==> src/rtl/fetch_pkg.sv <==
// Shared types and constants for the instruction fetch front end.
package fetch_pkg;

    typedef enum logic [1:0] {
        IDLE = 2'd0,
        WAIT = 2'd1,
        DROP = 2'd2
    } fetch_state_e;

    localparam logic [31:0] PC_STEP          = 32'd4;
    localparam logic [31:0] DEFAULT_RESET_PC = 32'h0000_0000;

    // Fetch addresses are word aligned; the low two bits are simply dropped.
    function automatic logic [31:0] align_pc(input logic [31:0] pc);
        return pc & ~32'h0000_0003;
    endfunction

endpackage

==> src/rtl/fetch_unit_if.sv <==
// Bus bundle around the fetch unit: instruction-memory side and core side.
// master = fetch unit, slave = memory + core environment.
interface fetch_unit_if;

    logic        mem_req;
    logic [31:0] mem_addr;
    logic        mem_ack;
    logic [31:0] mem_rdata;

    logic        redirect;
    logic [31:0] redirect_pc;

    logic        inst_valid;
    logic        inst_ready;
    logic [31:0] inst;
    logic [31:0] inst_pc;

    modport master (
        output mem_req, mem_addr, inst_valid, inst, inst_pc,
        input  mem_ack, mem_rdata, redirect, redirect_pc, inst_ready
    );

    modport slave (
        input  mem_req, mem_addr, inst_valid, inst, inst_pc,
        output mem_ack, mem_rdata, redirect, redirect_pc, inst_ready
    );

endinterface

==> src/rtl/fetch_queue.sv <==
// Small synchronous FIFO holding fetched {inst, pc} pairs.
// Flush wins over push and pop; push into a full queue is accepted only
// when a pop frees the head in the same cycle.
module fetch_queue
    import fetch_pkg::*;
#(
    parameter int DEPTH = 4,
    parameter int WIDTH = 64
) (
    input  logic                     clk_i,
    input  logic                     reset_i,
    input  logic                     push_i,
    input  logic                     pop_i,
    input  logic                     flush_i,
    input  logic [WIDTH-1:0]         wdata_i,
    output logic [WIDTH-1:0]         rdata_o,
    output logic [$clog2(DEPTH):0]   count_o,
    output logic                     full_o,
    output logic                     empty_o
);

    localparam int AW = $clog2(DEPTH);
    localparam int CW = AW + 1;
    localparam logic [CW-1:0] DEPTH_C = CW'(DEPTH);

    logic [WIDTH-1:0] mem_q [DEPTH];
    logic [AW-1:0]    wr_ptr_q;
    logic [AW-1:0]    rd_ptr_q;
    logic [CW-1:0]    count_q;
    logic             do_push;
    logic             do_pop;

    assign empty_o = (count_q == '0);
    assign full_o  = (count_q == DEPTH_C);
    assign count_o = count_q;
    assign rdata_o = mem_q[rd_ptr_q];

    assign do_pop  = pop_i && !empty_o;
    assign do_push = push_i && (!full_o || do_pop);

    // Pointer and occupancy bookkeeping; pointers wrap because DEPTH is 2^n.
    always_ff @(posedge clk_i) begin
        if (reset_i || flush_i) begin
            wr_ptr_q <= '0;
            rd_ptr_q <= '0;
            count_q  <= '0;
        end else begin
            if (do_push) wr_ptr_q <= wr_ptr_q + AW'(1);
            if (do_pop)  rd_ptr_q <= rd_ptr_q + AW'(1);
            count_q <= count_q + CW'(do_push) - CW'(do_pop);
        end
    end

    // Entry storage; contents are don't-care while the queue reports empty.
    always_ff @(posedge clk_i) begin
        if (do_push && !flush_i && !reset_i) begin
            mem_q[wr_ptr_q] <= wdata_i;
        end
    end

endmodule

==> src/rtl/fetch_unit.sv <==
// Instruction fetch front end: sequential PC generation, one-outstanding
// req/ack fetch from instruction memory, fetch queue toward the core, and
// redirect handling that flushes the queue and restarts at the target.
//
//  state | meaning
//  ------+---------------------------------------------------------------
//  IDLE  | nothing outstanding; issue at fetch_pc when the queue has room
//  WAIT  | request outstanding for the live stream; data goes into queue
//  DROP  | request outstanding for a flushed stream; data is thrown away
module fetch_unit
    import fetch_pkg::*;
#(
    parameter int          DEPTH    = 4,
    parameter logic [31:0] RESET_PC = DEFAULT_RESET_PC
) (
    input  logic         clk_i,
    input  logic         reset_i,
    fetch_unit_if.master bus
);

    localparam int CW = $clog2(DEPTH) + 1;
    localparam logic [CW-1:0] DEPTH_C  = CW'(DEPTH);
    localparam logic [31:0]   START_PC = align_pc(RESET_PC);

    fetch_state_e state_q, state_d;
    logic [31:0]  fetch_pc_q, fetch_pc_d;
    logic         mem_req_q, mem_req_d;
    logic [31:0]  mem_addr_q, mem_addr_d;

    logic          ack;
    logic [31:0]   redirect_target;
    logic [31:0]   pc_inc;
    logic          q_push;
    logic          q_pop;
    logic          q_flush;
    logic [63:0]   q_rdata;
    logic [CW-1:0] q_count;
    logic [CW-1:0] count_after;
    logic          q_full;
    logic          q_empty;

    // An ack only counts while a request is actually on the bus.
    assign ack             = mem_req_q && bus.mem_ack;
    assign redirect_target = align_pc(bus.redirect_pc);
    assign pc_inc          = fetch_pc_q + PC_STEP;
    assign q_pop           = !q_empty && bus.inst_ready;
    assign q_flush         = bus.redirect;
    // Occupancy after this cycle's push (the word being acked) and pop.
    assign count_after     = q_count + CW'(1) - CW'(q_pop);

    // State, PC and memory-request registers.
    always_ff @(posedge clk_i) begin
        if (reset_i) begin
            state_q    <= IDLE;
            fetch_pc_q <= START_PC;
            mem_req_q  <= 1'b0;
            mem_addr_q <= START_PC;
        end else begin
            state_q    <= state_d;
            fetch_pc_q <= fetch_pc_d;
            mem_req_q  <= mem_req_d;
            mem_addr_q <= mem_addr_d;
        end
    end

    // Next-state, PC update, request issue and queue push decisions.
    always_comb begin
        state_d    = state_q;
        fetch_pc_d = fetch_pc_q;
        mem_req_d  = mem_req_q;
        mem_addr_d = mem_addr_q;
        q_push     = 1'b0;

        case (state_q)
            IDLE: begin
                if (bus.redirect) begin
                    fetch_pc_d = redirect_target;
                end else if (!q_full) begin
                    mem_req_d  = 1'b1;
                    mem_addr_d = fetch_pc_q;
                    state_d    = WAIT;
                end
            end

            WAIT: begin
                if (bus.redirect) begin
                    fetch_pc_d = redirect_target;
                    if (ack) begin
                        mem_req_d = 1'b0;
                        state_d   = IDLE;
                    end else begin
                        state_d = DROP;
                    end
                end else if (ack) begin
                    q_push     = 1'b1;
                    fetch_pc_d = pc_inc;
                    if (count_after < DEPTH_C) begin
                        // Back-to-back reissue keeps mem_req high with the
                        // next address, giving one word per cycle.
                        mem_addr_d = pc_inc;
                    end else begin
                        mem_req_d = 1'b0;
                        state_d   = IDLE;
                    end
                end
            end

            DROP: begin
                if (bus.redirect) begin
                    fetch_pc_d = redirect_target;
                end
                if (ack) begin
                    mem_req_d = 1'b0;
                    state_d   = IDLE;
                end
            end

            default: begin
                mem_req_d = 1'b0;
                state_d   = IDLE;
            end
        endcase
    end

    fetch_queue #(
        .DEPTH (DEPTH),
        .WIDTH (64)
    ) u_queue (
        .clk_i   (clk_i),
        .reset_i (reset_i),
        .push_i  (q_push),
        .pop_i   (q_pop),
        .flush_i (q_flush),
        .wdata_i ({bus.mem_rdata, mem_addr_q}),
        .rdata_o (q_rdata),
        .count_o (q_count),
        .full_o  (q_full),
        .empty_o (q_empty)
    );

    assign bus.mem_req    = mem_req_q;
    assign bus.mem_addr   = mem_addr_q;
    assign bus.inst_valid = !q_empty;
    assign bus.inst       = q_empty ? 32'h0 : q_rdata[63:32];
    assign bus.inst_pc    = q_empty ? 32'h0 : q_rdata[31:0];

endmodule

==> src/flat_wrapper.sv <==
// flat-port wrapper written by rule: the top's interface ports become plain ports
module fetch_unit_flat import fetch_pkg::*;
#(
    parameter int          DEPTH    = 4,
    parameter logic [31:0] RESET_PC = DEFAULT_RESET_PC
)
  (clk_i, reset_i, bus_mem_req, bus_mem_addr, bus_inst_valid, bus_inst, bus_inst_pc, bus_mem_ack, bus_mem_rdata, bus_redirect, bus_redirect_pc, bus_inst_ready);
  fetch_unit_if bus_i ();
  input  logic clk_i;
  input  logic reset_i;
  output wire logic [$bits(bus_i.mem_req)-1:0] bus_mem_req;
  output wire logic [$bits(bus_i.mem_addr)-1:0] bus_mem_addr;
  output wire logic [$bits(bus_i.inst_valid)-1:0] bus_inst_valid;
  output wire logic [$bits(bus_i.inst)-1:0] bus_inst;
  output wire logic [$bits(bus_i.inst_pc)-1:0] bus_inst_pc;
  input wire logic [$bits(bus_i.mem_ack)-1:0] bus_mem_ack;
  input wire logic [$bits(bus_i.mem_rdata)-1:0] bus_mem_rdata;
  input wire logic [$bits(bus_i.redirect)-1:0] bus_redirect;
  input wire logic [$bits(bus_i.redirect_pc)-1:0] bus_redirect_pc;
  input wire logic [$bits(bus_i.inst_ready)-1:0] bus_inst_ready;
  assign bus_mem_req = bus_i.mem_req;
  assign bus_mem_addr = bus_i.mem_addr;
  assign bus_inst_valid = bus_i.inst_valid;
  assign bus_inst = bus_i.inst;
  assign bus_inst_pc = bus_i.inst_pc;
  assign bus_i.mem_ack = bus_mem_ack;
  assign bus_i.mem_rdata = bus_mem_rdata;
  assign bus_i.redirect = bus_redirect;
  assign bus_i.redirect_pc = bus_redirect_pc;
  assign bus_i.inst_ready = bus_inst_ready;
  fetch_unit #(.DEPTH(DEPTH), .RESET_PC(RESET_PC)) u_core (.clk_i(clk_i), .reset_i(reset_i), .bus(bus_i));
endmodule
==> config.mk <==
export PLATFORM = sky130hd
export DESIGN_NAME = fetch_unit_flat
export DESIGN_NICKNAME = d
export VERILOG_FILES = /design/src/rtl/fetch_pkg.sv /design/src/rtl/fetch_unit_if.sv /design/src/rtl/fetch_queue.sv /design/src/rtl/fetch_unit.sv /design/src/flat_wrapper.sv
export SDC_FILE = /design/constraint.sdc
export NUM_CORES = 1
export LEC_CHECK = 0
export CORE_MARGIN = 5
export CORE_UTILIZATION = 25
export DETAILED_ROUTE_END_ITERATION = 7
export GPL_TIMING_DRIVEN = 0
export PLACE_DENSITY = 0.39
export SLEW_MARGIN = 20
export SYNTH_ARGS = -nofsm -noshare
export SYNTH_HDL_FRONTEND = slang
export SYNTH_SLANG_ARGS = --single-unit
==> constraint.sdc <==
create_clock -name clk_i -period 5.1 [get_ports clk_i]
set_input_delay 1.53 -clock clk_i [delete_from_list [all_inputs] [get_ports clk_i]]
set_output_delay 1.53 -clock clk_i [all_outputs]
set_load 0.02 [all_outputs]
-- Word level (Yosys, flattened, before mapping)
Memory sizes are Yosys's and may differ from the RTL's. A register that Yosys moved wholly into a read port is not among the register bits.
Cells that the tools add are included.
- bits in registers: 74
- bits in writable memories: 256
- bits of input ports: 69
- output and inout port bits: 98
- logic and storage cells: 83
- memories: 1
- memory list (name ; words ; bits a word ; rd ports ; clocked after memory_dff ; write ports ; RTL line ; text):
    u_core.u_queue.mem_q ; 4 ; 64 ; 1 ; 1 ; 1 ; fetch_queue.sv:26 ; logic [WIDTH-1:0] mem_q [DEPTH];
- add/subtract/negate cells: 7
- magnitude comparators: 1
- equality and inequality tests: 12
- mux-type cells: 34
- reduce and logical (&&, ||, !) cells: 21
- operators by type and width (kind ; count):
    32-bit 2-to-1 mux ; 10
    32-bit case mux with 2 select lines ; 2
    32-bit by 3-bit adder with 32-bit output (second input constant) ; 1
    2-bit 2-to-1 mux ; 9
    1-bit 2-to-1 mux ; 11
    2-bit by 1-bit inequality test with 1-bit output (second input constant) ; 4
    1-bit logical AND ; 6
    2-bit inequality test (second input constant) ; 3
    2-bit case mux with 3 select lines ; 1
    6-bit AND reduction ; 1
    3-bit by 1-bit subtractor with 3-bit output ; 2
    5-bit AND reduction ; 1
    2-bit by 1-bit adder with 2-bit output (second input constant) ; 2
    1-bit logical NOT ; 4
    4-bit AND reduction ; 1
    2-bit nonzero test ; 2
    3-bit by 1-bit adder with 3-bit output ; 1
    3-bit by 1-bit adder with 3-bit output (second input constant) ; 1
    3-bit == test (second input constant) ; 1
    3-bit logical NOT ; 1
    3-bit < comparator (second input constant) ; 1
    3-bit by 2-bit inequality test with 1-bit output (second input constant) ; 1
    3-bit inequality test (second input constant) ; 1
    1-bit case mux with 3 select lines ; 1
    other kinds (6) ; 7

-- Longest topological paths before layout
- word-level depth: 10
- depth in mapped cells: 11
- mapped depth without buffers: 10

-- Hierarchy
A second synthesis with hierarchy kept.
- cell total of the unflattened synthesis: 937
- area total of the unflattened synthesis: 14111.0 um^2
- modules (own cells, without submodules) (module ; times used ; cells each ; area an instance (um^2) ; sequential area each (um^2)):
    fetch_queue ; 1 ; 381 ; 9785.6 ; 7867.5
    fetch_unit ; 1 ; 556 ; 4325.4 ; 1261.2

-- Worst setup path before layout
No wires, ideal clock.
- kind: input-to-reg
- from: in bus_redirect
- to: mem u_core.u_queue.mem_q[0][10], enable pin
- arrival: 3.972 ns
- path slack: 0.701 ns
- cell stages on the path: 5
- path buffers: 1
- cells stage by stage: buf_2 nor3_1 o21ai_0 nor2_1 and2_1
- word-level cells in the longest chain between the ends: 7
- elaborated cells on any way between the ends: 8
- RTL lines (element ; RTL line ; text):
    start: declaration ; flat_wrapper.sv:18 ; input wire logic [$bits(bus_i.redirect)-1:0] bus_redirect;
    1-bit 2-to-1 mux ; fetch_unit.sv:86 ; if (bus.redirect) begin
    1-bit 2-to-1 mux ; fetch_unit.sv:74 ; case (state_q)
    1-bit logical AND ; fetch_queue.sv:39 ; assign do_push = push_i && (!full_o || do_pop);
    1-bit logical AND * (2 in series) ; fetch_queue.sv:56 ; if (do_push && !flush_i && !reset_i) begin
    1-bit 2-to-1 mux * ; fetch_queue.sv:56 ;
    1-bit 2-to-1 mux (implied by the code) * ; fetch_queue.sv:57 ; mem_q[wr_ptr_q] <= wdata_i;
    end: declaration ; fetch_queue.sv:26 ;
Mark *: on every way between the ends. The rest lies on a longest branch, timed or not.

==> results_dict.tcl <==
set metrics [dict create \
    reg2reg_to "u_core.u_queue.mem_q[2][34]$_DFFE_PP_" \
    grt_pass1_vias 8857 \
    ir_drop_v 0.000173 \
    numCtsBuffers 39 \
    synth_fa_ha_area_share_pct 0.702 \
    ys_seq_elements 320 \
    cp.required_ns 3.57 \
    period_minus_slack_ns 4.76 \
    worstSkewPairLatency_ns 0.54 \
    cts_tree "done" \
    rsz0062_at_grt "no" \
    ctsResizeCount 0 \
    drive_gt1_share_pct 14.8 \
    yosysWarnings 0 \
    grt_usage_pct 13.0 \
    ys_types 64 \
    initial_core_util_pct 25.2 \
    globalRoute.totalOverflow 0 \
    grt_max_degree 41 \
    finalClockSkew_ns 0.00910 \
    finalMaxSlewViolations 0 \
    setup_viol 0 \
    synth-async-reset-ratio_pct 0 \
    drc 0 \
    hold_violations 0 \
    vias 8535 \
    synth_mux_area_share_pct 10.6 \
    core_area_sq_um 53800 \
    cts_buffer_depth 3 \
    routed_wl_um 39000 \
    ios 167 \
    die_w_um 243 \
    fmax_mhz 210 \
    ys_seq_area_share_pct 65.6 \
    outcome "completed" \
    synth_xor_area_share_pct 2.26 \
    start_kind "flip-flop" \
    numPortBuffers 159 \
    crit_arrival_ns 3.23 \
    reg2reg_slack_ns 1.87 \
    synth_edf_count 248 \
    r2r_start "u_core.state_q[0]$_SDFFE_PP0P_" \
    whs_path_depth 2 \
    synth_ff_type "edfxtp_1" \
    p_per_area_nw_per_um2 352 \
    synth.cell_area_sq_um 13600 \
    synth_top_family_by_area "multiplexers" \
    layout_commonest_cell "edfxtp_1" \
    wl_per_cell_um 20.9 \
    dpl.hpwl_um 26200 \
    synth_simple_gate_area_share_pct 10.5 \
    area_growth_pct 28.6 \
    slew_headroom_pct 45.7 \
    synth_compound_area_share_pct 7.37 \
    antenna_cells 0 \
    dieArea_sq_um 59000 \
    globalplace.congestion 0.834 \
    drt-pass1-iter-count 5 \
    maxCapViolations 0 \
    worstHoldStart "u_core.fetch_pc_q[9]$_SDFFE_PP0P_" \
    synthCells 934 \
    final_cell_mix "edfxtp_1 (248), clkdlybuf4s50_1 (159), dfxtp_1 (72)" \
    crit_path_max_fanout 10 \
    die_h_um 243 \
    ant_nets 0 \
    num_rows 85 \
    clkTransAtPathRegs_ns 0.06 \
    grt_pass1_wl_um 59000 \
    endpoint_kind "output port" \
    utilization_pct 32.4 \
    hold_class "flip-flop to flip-flop" \
    via_per_inst 4.59 \
    whs_endpoint "u_core.fetch_pc_q[9]$_SDFFE_PP0P_" \
    crit_type "flip-flop to output port" \
    antenna_found_initial 0 \
    htree_levels 2 \
    hold_buffers 0 \
    cts_root_buffer "clkbuf_16" \
    clkSinkCount 320 \
    avgSynthCellArea_sq_um 14.5 \
    worst_hold_slack_ns 0.517 \
    p_leak_nw 5.51 \
    finalCritPeriodShare_pct 93.3 \
    tightest_slew_ns 0.815 \
    drt_iter0_drc 546 \
    final_nets 1217 \
    worstRegToRegCells 7 \
]
==> state kept, by name (all words and copies together), names as in the netlist, named ones only <==
register                 count
u_core.u_queue.mem_q       248
u_core.bus.mem_addr         30
u_core.fetch_pc_q           30
u_core.u_queue.count_o       3
u_core.state_q               2
u_core.u_queue.rd_ptr_q      2
u_core.u_queue.wr_ptr_q      2
u_core.bus.mem_req           1
==> cell type report <==
type | count | area, sq um
Tap cell | 696 | 871
Clock buffer | 49 | 1090
Sequential cell | 320 | 8890
Clock inverter | 16 | 203
Multi-Input combinational cell | 529 | 4290
Timing Repair Buffer | 164 | 1700
Inverter | 8 | 30.0
Buffer | 79 | 362
Fill cell | 5324 | 36400
==> stage by stage <==
stage          TNS, ns  cells  setup WS (ns)  power, mW  area, sq um
4_1_cts              0   1861          0.129       6.26        17400
3_3_place_gp   -428.97   1792          -1.75       3.38        16000
5_1_grt              0   1861          0.166       6.41        17400
2_1_floorplan        0    937          0.701       3.16        13600
3_5_place_dp         0   1797          0.331       3.39        16100
6_report             0   1861          0.342       6.14        17400
==> synth_stat cells (10+ instances only) <==
cell / count / share of area (%)
xnor2_1: 28 / 1.8
edfxtp_1: 248 / 55
nor3_1: 20 / 0.74
nor4_1: 10 / 0.46
a21oi_1: 38 / 1.4
clkbuf_1: 43 / 1.2
buf_2: 23 / 0.85
o21ai_0: 42 / 1.6
mux4_2: 62 / 10
nand3_1: 20 / 0.74
and2_1: 69 / 3.2
nand2_1: 45 / 1.2
dfxtp_1: 72 / 11
a211oi_1: 16 / 0.89
nor2_1: 56 / 1.6
==> layer usage <==
metal  global-route usage, %  vias up  wire length (um)
met2                    21.2      194             18600
met1                    17.8     4283             17800
met3                    2.98       54              1720
li1                        -     4004                 -
met5                       0        -                 0
met4                    3.12        0               770
==> worst max-delay path, cell delays in order, from the launching register on <==
cell and delay (ns):
dfxtp_1 0.32, clkbuf_1 0.54, buf_2 0.49, mux4_2 0.56
and2_1 0.16, clkdlybuf4s50_1 0.61
==> report_power, final <==
| part | internal [mW] | switching, mW | leakage [nW] |
|---|---|---|---|
| Clock | 1.75 | 1.07 | 0.633 |
| Sequential | 2.86 | 0.0673 | 2.84 |
| Combinational | 0.172 | 0.222 | 2.04 |
==> cell families (layout without fill, tap and decap cells) <==
logic type      Yosys count  in the layout
fa+ha+maj                 7              7
other cells               1              4
buf+inv                  88            316
mux                      66             66
xor+xnor                 35             35
compound gates          152            152
simple gates            265            265
flops                   320            320
==> repair_timing <==
action	in CTS	in global routing
hold endpoints to repair	0	0
endpoints found under the setup margin	1	0
buffers inserted	0	0
==> worst max-delay path by stage <==
stage,cells past startpoint,endpoint
6_report,5,bus_inst_pc[22]
5_1_grt,5,bus_inst_pc[11]
4_1_cts,5,bus_inst_pc[22]
3_5_place_dp,7,u_core.u_queue.mem_q[2][34]$_DFFE_PP_
3_3_place_gp,6,u_core.u_queue.mem_q[0][34]$_DFFE_PP_
2_1_floorplan,5,u_core.u_queue.mem_q[0][10]$_DFFE_PP_
No activity file was read; power rests on OpenSTA's default activity.
